File: src/rtl/idex_forward_stage.sv
// ID/EX pipeline register with EX-stage operand/store-data forwarding muxes.
// Stall and flush requests become bubbles; stall cycles feed a saturating debug counter.
module idex_forward_stage #(
  parameter int WORD_W = 32,
  parameter int CTRL_W = 16,
  parameter int REG_W  = 5,
  parameter int CNT_W  = 16
) (
  input  logic              CLK,
  input  logic              nRST,
  input  logic              en,
  input  logic              flush,
  input  logic              stall,
  input  logic [1:0]        forwarda_src,
  input  logic [1:0]        forwardb_src,
  input  logic [1:0]        memadd_forward,
  input  logic              id_valid,
  input  logic [CTRL_W-1:0] id_ctrl,
  input  logic [WORD_W-1:0] id_rdat1,
  input  logic [WORD_W-1:0] id_rdat2,
  input  logic [WORD_W-1:0] id_imm,
  input  logic [REG_W-1:0]  id_wsel,
  input  logic [WORD_W-1:0] exmem_alu,
  input  logic [WORD_W-1:0] intomem,
  output logic              ex_valid,
  output logic [CTRL_W-1:0] ex_ctrl,
  output logic [WORD_W-1:0] ex_porta,
  output logic [WORD_W-1:0] ex_portb,
  output logic [WORD_W-1:0] ex_store_data,
  output logic [WORD_W-1:0] ex_imm,
  output logic [REG_W-1:0]  ex_wsel,
  output logic [CNT_W-1:0]  stall_count
);

  logic              valid_reg;
  logic [CTRL_W-1:0] ctrl_reg;
  logic [WORD_W-1:0] rdat1_reg;
  logic [WORD_W-1:0] rdat2_reg;
  logic [WORD_W-1:0] imm_reg;
  logic [REG_W-1:0]  wsel_reg;
  logic [CNT_W-1:0]  stall_cnt_reg;

  // Select 11 is reserved and falls back to the registered operand.
  function automatic logic [WORD_W-1:0] fwd_mux(
    input logic [1:0]        sel,
    input logic [WORD_W-1:0] held,
    input logic [WORD_W-1:0] alu,
    input logic [WORD_W-1:0] wb
  );
    case (sel)
      2'b01:   return alu;
      2'b10:   return wb;
      default: return held;
    endcase
  endfunction

  always_ff @(posedge CLK) begin
    if (!nRST) begin
      valid_reg     <= 1'b0;
      ctrl_reg      <= '0;
      rdat1_reg     <= '0;
      rdat2_reg     <= '0;
      imm_reg       <= '0;
      wsel_reg      <= '0;
      stall_cnt_reg <= '0;
    end else if (en) begin
      if (stall && (stall_cnt_reg != {CNT_W{1'b1}}))
        stall_cnt_reg <= stall_cnt_reg + CNT_W'(1);
      // A simultaneous flush and stall still yields exactly one bubble.
      if (flush || stall) begin
        valid_reg <= 1'b0;
        ctrl_reg  <= '0;
        rdat1_reg <= '0;
        rdat2_reg <= '0;
        imm_reg   <= '0;
        wsel_reg  <= '0;
      end else begin
        valid_reg <= id_valid;
        ctrl_reg  <= id_ctrl;
        rdat1_reg <= id_rdat1;
        rdat2_reg <= id_rdat2;
        imm_reg   <= id_imm;
        wsel_reg  <= id_wsel;
      end
    end
  end

  assign ex_valid      = valid_reg;
  assign ex_ctrl       = ctrl_reg;
  assign ex_imm        = imm_reg;
  assign ex_wsel       = wsel_reg;
  assign stall_count   = stall_cnt_reg;
  assign ex_porta      = fwd_mux(forwarda_src,   rdat1_reg, exmem_alu, intomem);
  assign ex_portb      = fwd_mux(forwardb_src,   rdat2_reg, exmem_alu, intomem);
  assign ex_store_data = fwd_mux(memadd_forward, rdat2_reg, exmem_alu, intomem);

endmodule

File: config.mk
export PLATFORM = sky130hd
export DESIGN_NAME = idex_forward_stage
export DESIGN_NICKNAME = d
export VERILOG_FILES = /design/src/rtl/idex_forward_stage.sv
export SDC_FILE = /design/constraint.sdc
export NUM_CORES = 1
export LEC_CHECK = 0
export BUFFER_PORTS_ARGS = -buffer_cell sky130_fd_sc_hd__buf_2
export CAP_MARGIN = 25
export CORE_AREA = 2 2 140 142
export CTS_BUF_LIST = sky130_fd_sc_hd__clkbuf_16
export DETAILED_ROUTE_END_ITERATION = 6
export DIE_AREA = 0 0 142 144
export PLACE_DENSITY_LB_ADDON = 0.2
export SLEW_MARGIN = 20
export SYNTH_ARGS = -nofsm -noshare
export SYNTH_HDL_FRONTEND = slang
export SYNTH_SLANG_ARGS = --single-unit
File: constraint.sdc
create_clock -name CLK -period 2.2 [get_ports CLK]
set_input_delay 0.22 -clock CLK [delete_from_list [all_inputs] [get_ports CLK]]
set_output_delay 0.22 -clock CLK [all_outputs]
set_load 0.05 [all_outputs]
==> impl_metrics.tcl, run 1 <==
set metrics [dict create \
    die_x_um 142 \
    firstDrtPassIters 7 \
    core_um2 19080 \
    yosys_warnings 0 \
    final_common_cell "buf_2" \
    crit_chain "buf_2, inv_1, ha_2, buf_12, a22oi_1, o21ai_0, buf_2" \
    synth_top_area_share_pct 41.25 \
    cts_setup_buffers 0 \
    syn_inst 830 \
    nets 1354 \
    totalWireLength_mm 28.91 \
    drt-vias-per-instance 5.563 \
    routedWlPerCell_um 20.55 \
    status "completed" \
    synth_area_per_cell_um2 7.834 \
    holdCritPathClass "input pin to register" \
    max_freq_mhz 515.2 \
    grt_max_degree 122 \
    max_stage_delay_ns 0.34 \
    crit_buf_inv 4 \
    worstMarginPinSlew_ns 0.5882 \
    yosysSeqAreaShare_pct 41.25 \
    r2r_slack_ns 0.30 \
    syn_nets 1030 \
    critPathLaunchType "input pin" \
    drive_gt1_share_pct 36.79 \
    endpoint_kind "output port" \
    cts_hold_buf 0 \
    gp_congestion 0.9700 \
    power.density_nw_per_um2 738.8 \
    drt_iter0_markers 521 \
    synthesis.area_um2 6502 \
    cts_root_buffer "clkbuf_16" \
    postRouteAntennaNets 0 \
    cts_buffer_depth 2 \
    crit_start "forwardb_src[0]" \
    clock_latency_ns 0.41 \
    finalHoldViolCount 0 \
    rsz0062_at_grt "false" \
    antenna_found_initial 3 \
    fill_cells 1931 \
    grt_pass1_vias 7257 \
    synth_area_leader_cell "dfxtp_1" \
    cp.arrival_ns 1.72 \
    cp_slowest_cell "ha_2" \
    crit_family "buffers and inverters" \
    grt_pass1_wl_mm 41.86 \
    path_depth 7 \
    cts-resized-gates 0 \
    p_leak_uw 0.004159 \
    maxSlewViolCount 0 \
    dpl_cell_area_um2 8917 \
    dp_hpwl_mm 21.43 \
    cts.clk_slew.worst_paths_ns 0.07 \
    grtUsageTotal_pct 26.92 \
    numCtsBuffers 17 \
    critical_path_class "input pin to output port" \
    post-route-period-util_pct 88.22 \
    endpoint "ex_portb[26]" \
    dr_total_vias 7827 \
    die_area_um2 20450 \
    cp.required_ns 1.98 \
    netlist_top_cells_area "dfxtp_1 (41%), a22oi_1 (25%), o21ai_0 (7.9%)" \
    r2r-end "stall_count[7]$_SDFFE_PN0P_" \
    drv_cap 0 \
    skew_ns 0.005390 \
    max_slew_margin_pct 60.78 \
    final_cell_mix "buf_2 (341), a22oi_1 (214), dfxtp_1 (134)" \
    clock_sinks 134 \
    worst_path_most_repeated_cell "buf_2" \
    ir_drop_mv 0.4922 \
    rows 51 \
    synth.distinct_cells 30 \
    initial_core_util_pct 34.08 \
    io_pins 359 \
    overflow 0 \
    port_buffers 358 \
    r2r_cells 6 \
    path_max_fanout 23 \
    fin_area_um2 9504 \
    ys_ff_latch 134 \
    drc 0 \
    die_h_um 144 \
    htree_levels 4 \
    cts_tree "yes" \
    finalCriticalPeriod_ns 1.941 \
    area_growth_pct 46.16 \
    r2r_start "stall_count[0]$_SDFFE_PN0P_" \
    setup_viol_count_final 0 \
    fin_util_pct 49.81 \
]
-- routing by layer --
metal	up-vias	wire length, um	track usage, %
met5	-	0	0
met4	0	1202	15.16
met3	65	2494	6.755
met2	434	14420	46.61
met1	3620	10790	30.31
li1	3708	-	-
-- worst register-to-register path, cell delays in order (launching register included) --
cell and delay [ns]:
dfxtp_1 0.38, ha_1 0.19, nand4_1 0.19, o41ai_4 0.57, buf_4 0.26, o31ai_1 0.08, a21oi_1 0.15
-- final cells by class --
class,count,area [um^2],share of cell area (%)
Sequential cell,134,2683,28.23
Tap cell,238,297.8,3.133
Clock buffer,17,425.4,4.476
Inverter,8,35.03,0.3686
Clock inverter,14,153.9,1.619
Timing Repair Buffer,386,2420,25.46
Multi-Input combinational cell,607,3482,36.64
Antenna cell,3,7.507,0.07899
-- worst min path at each step --
stage,startpoint,to,depth (start not counted)
finish,id_rdat2[0],rdat2_reg[0]$_SDFFE_PN0P_,3
global route,id_ctrl[13],ex_ctrl[13]$_SDFFE_PN0P_,3
CTS,id_imm[12],ex_imm[12]$_SDFFE_PN0P_,3
detailed placement,id_rdat2[4],rdat2_reg[4]$_SDFFE_PN0P_,3
global placement,id_imm[17],ex_imm[17]$_SDFFE_PN0P_,3
floorplan,id_ctrl[0],ex_ctrl[0]$_SDFFE_PN0P_,2
-- kinds of logic after synthesis --
kind of cell / Yosys count / synth area share, %
compound gates: 341 / 35.17
simple gates: 258 / 16.68
flops: 134 / 41.25
buf+inv: 89 / 5.388
fa+ha+maj: 7 / 1.347
mux: 1 / 0.1539
-- Yosys cell counts --
cell type	instances
o31ai_1	9
or2_1	1
mux2i_1	1
and2_1	1
nand3_1	3
inv_1	7
and4_1	1
or3_2	3
buf_2	4
or3_1	4
or2_2	1
a21oi_1	15
nand4_1	5
inv_2	1
buf_6	1
o21ai_0	102
and3_1	1
buf_4	1
or4_1	9
nor2_1	119
ha_1	7
nand4_4	1
a22oi_1	214
nor3_1	2
nand2_1	105
clkbuf_1	75
o41ai_4	1
or3_4	1
dfxtp_1	134
nor4_1	1
-- metrics by stage --
step           TNS [ns]  std cells  setup WS, ns  power (uW)  hold WS [ns]
2_1_floorplan   -0.4379        830     -0.007937        3539        0.3641
3_3_place_gp          0       1373        0.2488        4233        0.4478
3_5_place_dp          0       1373        0.2320        4237        0.4582
4_1_cts               0       1404        0.2432        7078       0.01365
5_1_grt               0       1407        0.1201        7278       0.02389
6_report              0       1407        0.2591        7021       0.02955
-- power by group --
part	switching, uW	internal [uW]	total [uW]	leakage, uW
Sequential	33.7	2480	2510	0.00109
Clock	1160	1670	2830	0.000271
Combinational	1160	514	1670	0.00280
Total	2350	4670	7020	0.00416
(Power assumes the default switching activity.)
==> run 2, diff against run 1 <==
--- a/config.mk
+++ b/config.mk
@@ -7,10 +7,10 @@
 export LEC_CHECK = 0
 export BUFFER_PORTS_ARGS = -buffer_cell sky130_fd_sc_hd__buf_2
 export CAP_MARGIN = 25
-export CORE_AREA = 2 2 140 142
+export CORE_AREA = 2 2 138 140
 export CTS_BUF_LIST = sky130_fd_sc_hd__clkbuf_16
 export DETAILED_ROUTE_END_ITERATION = 6
-export DIE_AREA = 0 0 142 144
+export DIE_AREA = 0 0 140 142
 export PLACE_DENSITY_LB_ADDON = 0.2
 export SLEW_MARGIN = 20
 export SYNTH_ARGS = -nofsm -noshare
==> constraint.sdc (replaced) <==
create_clock -name CLK -period 2.35 [get_ports CLK]
set_input_delay 0.235 -clock CLK [delete_from_list [all_inputs] [get_ports CLK]]
set_output_delay 0.235 -clock CLK [all_outputs]
set_load 0.05 [all_outputs]
==> run 2 against run 1 <==
The flow now finishes with violations (DRC); worst setup slack improved by 0.064 ns; non-clock buffer count fell by 4; total power fell by 5.4%; cell area fell by 0.62%; sequential share of layout area rose by 0.18 points; sequential cell count did not move; clock power fell by 3%.
==> impl_metrics.tcl, run 2 (synthesis results as in run 1) <==
set metrics [dict create \
    status "finished with violations" \
    violations "DRC" \
    cts_tree "yes" \
    dr_total_vias 7672 \
    finalHoldViolCount 0 \
    nets 1350 \
    post-route-period-util_pct 86.24 \
    cts_root_buffer "clkbuf_16" \
    cts-resized-gates 0 \
    cp.arrival_ns 1.79 \
    max_stage_delay_ns 0.44 \
    grt_max_degree 122 \
    r2r_start "stall_count[0]$_SDFFE_PN0P_" \
    r2r_cells 6 \
    cts_hold_buf 0 \
    drc 52 \
    htree_levels 4 \
    cts_buffer_depth 2 \
    core_um2 18460 \
    die_area_um2 19880 \
    max_freq_mhz 493.4 \
    rows 50 \
    drv_cap 0 \
    crit_chain "buf_2, inv_1, ha_2, buf_4, a22oi_1, o21ai_0, buf_2" \
    tns_ns 0 \
    worst_path_most_repeated_cell "buf_2" \
    worstMarginPinSlew_ns 0.5693 \
    r2r_slack_ns 0.47 \
    fill_cells 1822 \
    ir_drop_mv 0.4716 \
    maxSlewViolCount 0 \
    holdCritPathClass "input pin to register" \
    gp_congestion 0.9177 \
    critical_path_class "input pin to output port" \
    clock_sinks 134 \
    p_clk_share_pct 41.5 \
    max_slew_margin_pct 61.75 \
    cts_setup_buffers 0 \
    critPathLaunchType "input pin" \
    drive_gt1_share_pct 36.49 \
    endpoint_kind "output port" \
    grt_pass1_wl_mm 40.92 \
    r2r-end "stall_count[11]$_SDFFE_PN0P_" \
    p_int_uw 4470 \
    clock_latency_ns 0.41 \
    postRouteAntennaNets 0 \
    cp.required_ns 2.12 \
    pwr-share-seq_pct 35.5 \
    cts.clk_slew.worst_paths_ns 0.06 \
    setup_viol_count_final 0 \
    die_h_um 142 \
    drt-vias-per-instance 5.484 \
    numCtsBuffers 17 \
    power.switching_uw 2169 \
    min_to "ex_ctrl[3]$_SDFFE_PN0P_" \
    routedWlPerCell_um 19.46 \
    die_x_um 140 \
    area_growth_pct 45.26 \
    skew_ns 0.004000 \
    final_cell_mix "buf_2 (344), a22oi_1 (214), dfxtp_1 (134)" \
    port_buffers 358 \
    final_common_cell "buf_2" \
    combPwrFrac_pct 23.1 \
    hp-start "id_ctrl[3]" \
    cp_slowest_cell "ha_2" \
    power.density_nw_per_um2 703.0 \
    grt_pass1_vias 7177 \
    rsz0062_at_grt "false" \
    overflow 0 \
    antenna_found_initial 4 \
    whs_path_depth 3 \
    p_leak_uw 0.004142 \
    drt_iter0_markers 496 \
    totalWireLength_mm 27.23 \
    holdWs_ns 0.04946 \
    finalCriticalPeriod_ns 2.027 \
    io_pins 359 \
    path_max_fanout 17 \
    firstDrtPassIters 7 \
    initial_core_util_pct 35.23 \
    dp_hpwl_mm 19.92 \
    grtUsageTotal_pct 26.55 \
    swShare_pct 32.67 \
]
-- run 2: cell count changes in the layout (fill, tap and decap cells not counted), sizes merged --
cell / delta
buf: -4
clkinv: -2
bufinv: +1
inv: +2
clkinvlp: -1
-- run 2: power groups by stage --
stage | clock [uW] | combinational (uW) | sequential (uW)
after floorplan | 0 | 831 | 2480
after global placement | 0 | 1530 | 2400
after detailed placement | 0 | 1540 | 2400
after CTS | 2810 | 1540 | 2350
after global routing | 2920 | 1620 | 2360
final | 2750 | 1530 | 2350
-- run 2: how the worst max path moves through the flow --
stage                           start                end  depth (start not counted)
floorplan             forwarda_src[0]       ex_porta[10]                          5
global placement    memadd_forward[0]   ex_store_data[9]                          7
detailed placement  memadd_forward[0]   ex_store_data[9]                          7
CTS                 memadd_forward[0]  ex_store_data[24]                          7
global route        memadd_forward[0]  ex_store_data[24]                          7
finish              memadd_forward[0]   ex_store_data[9]                          7
-- run 2: area by class of cell --
cell class | instances | area, um^2 | share of cell area (%)
diodes | 3 | 7.507 | 0.07948
clock buffers | 17 | 425.4 | 4.504
clock inverters | 14 | 175.2 | 1.855
inverters | 8 | 35.03 | 0.3709
multi-input cells | 607 | 3482 | 36.87
flip-flops and latches | 134 | 2683 | 28.40
well taps | 234 | 292.8 | 3.100
repair buffers | 382 | 2345 | 24.82
-- run 2: critical path: cells and delay by family --
family | cells | cell delay [ns]
buffers and inverters | 4 | 0.73
adders and majority gates | 1 | 0.44
AOI/OAI and AO/OA | 2 | 0.37
-- run 2: metal layers --
metal  routed length [um]  track usage (%)  share of wire, %
met5                    0                0                 0
met3                 2389            7.301               8.8
met4                  637            9.729               2.3
met1                10460            30.75                38
met2                13740            47.11                50
-- run 2: stage by stage --
stage | util (%) | power (uW) | area, um^2 | setup WS [ns] | cells
after detailed placement | 47.88 | 3937 | 8837 | 0.3556 | 1365
after CTS | 51.14 | 6697 | 9438 | 0.3509 | 1396
after global routing | 51.17 | 6899 | 9443 | 0.2287 | 1398
final | 51.18 | 6640 | 9445 | 0.3233 | 1399
after global placement | 47.88 | 3932 | 8837 | 0.3793 | 1365
after floorplan | - | 3312 | 6502 | 0.1121 | 830
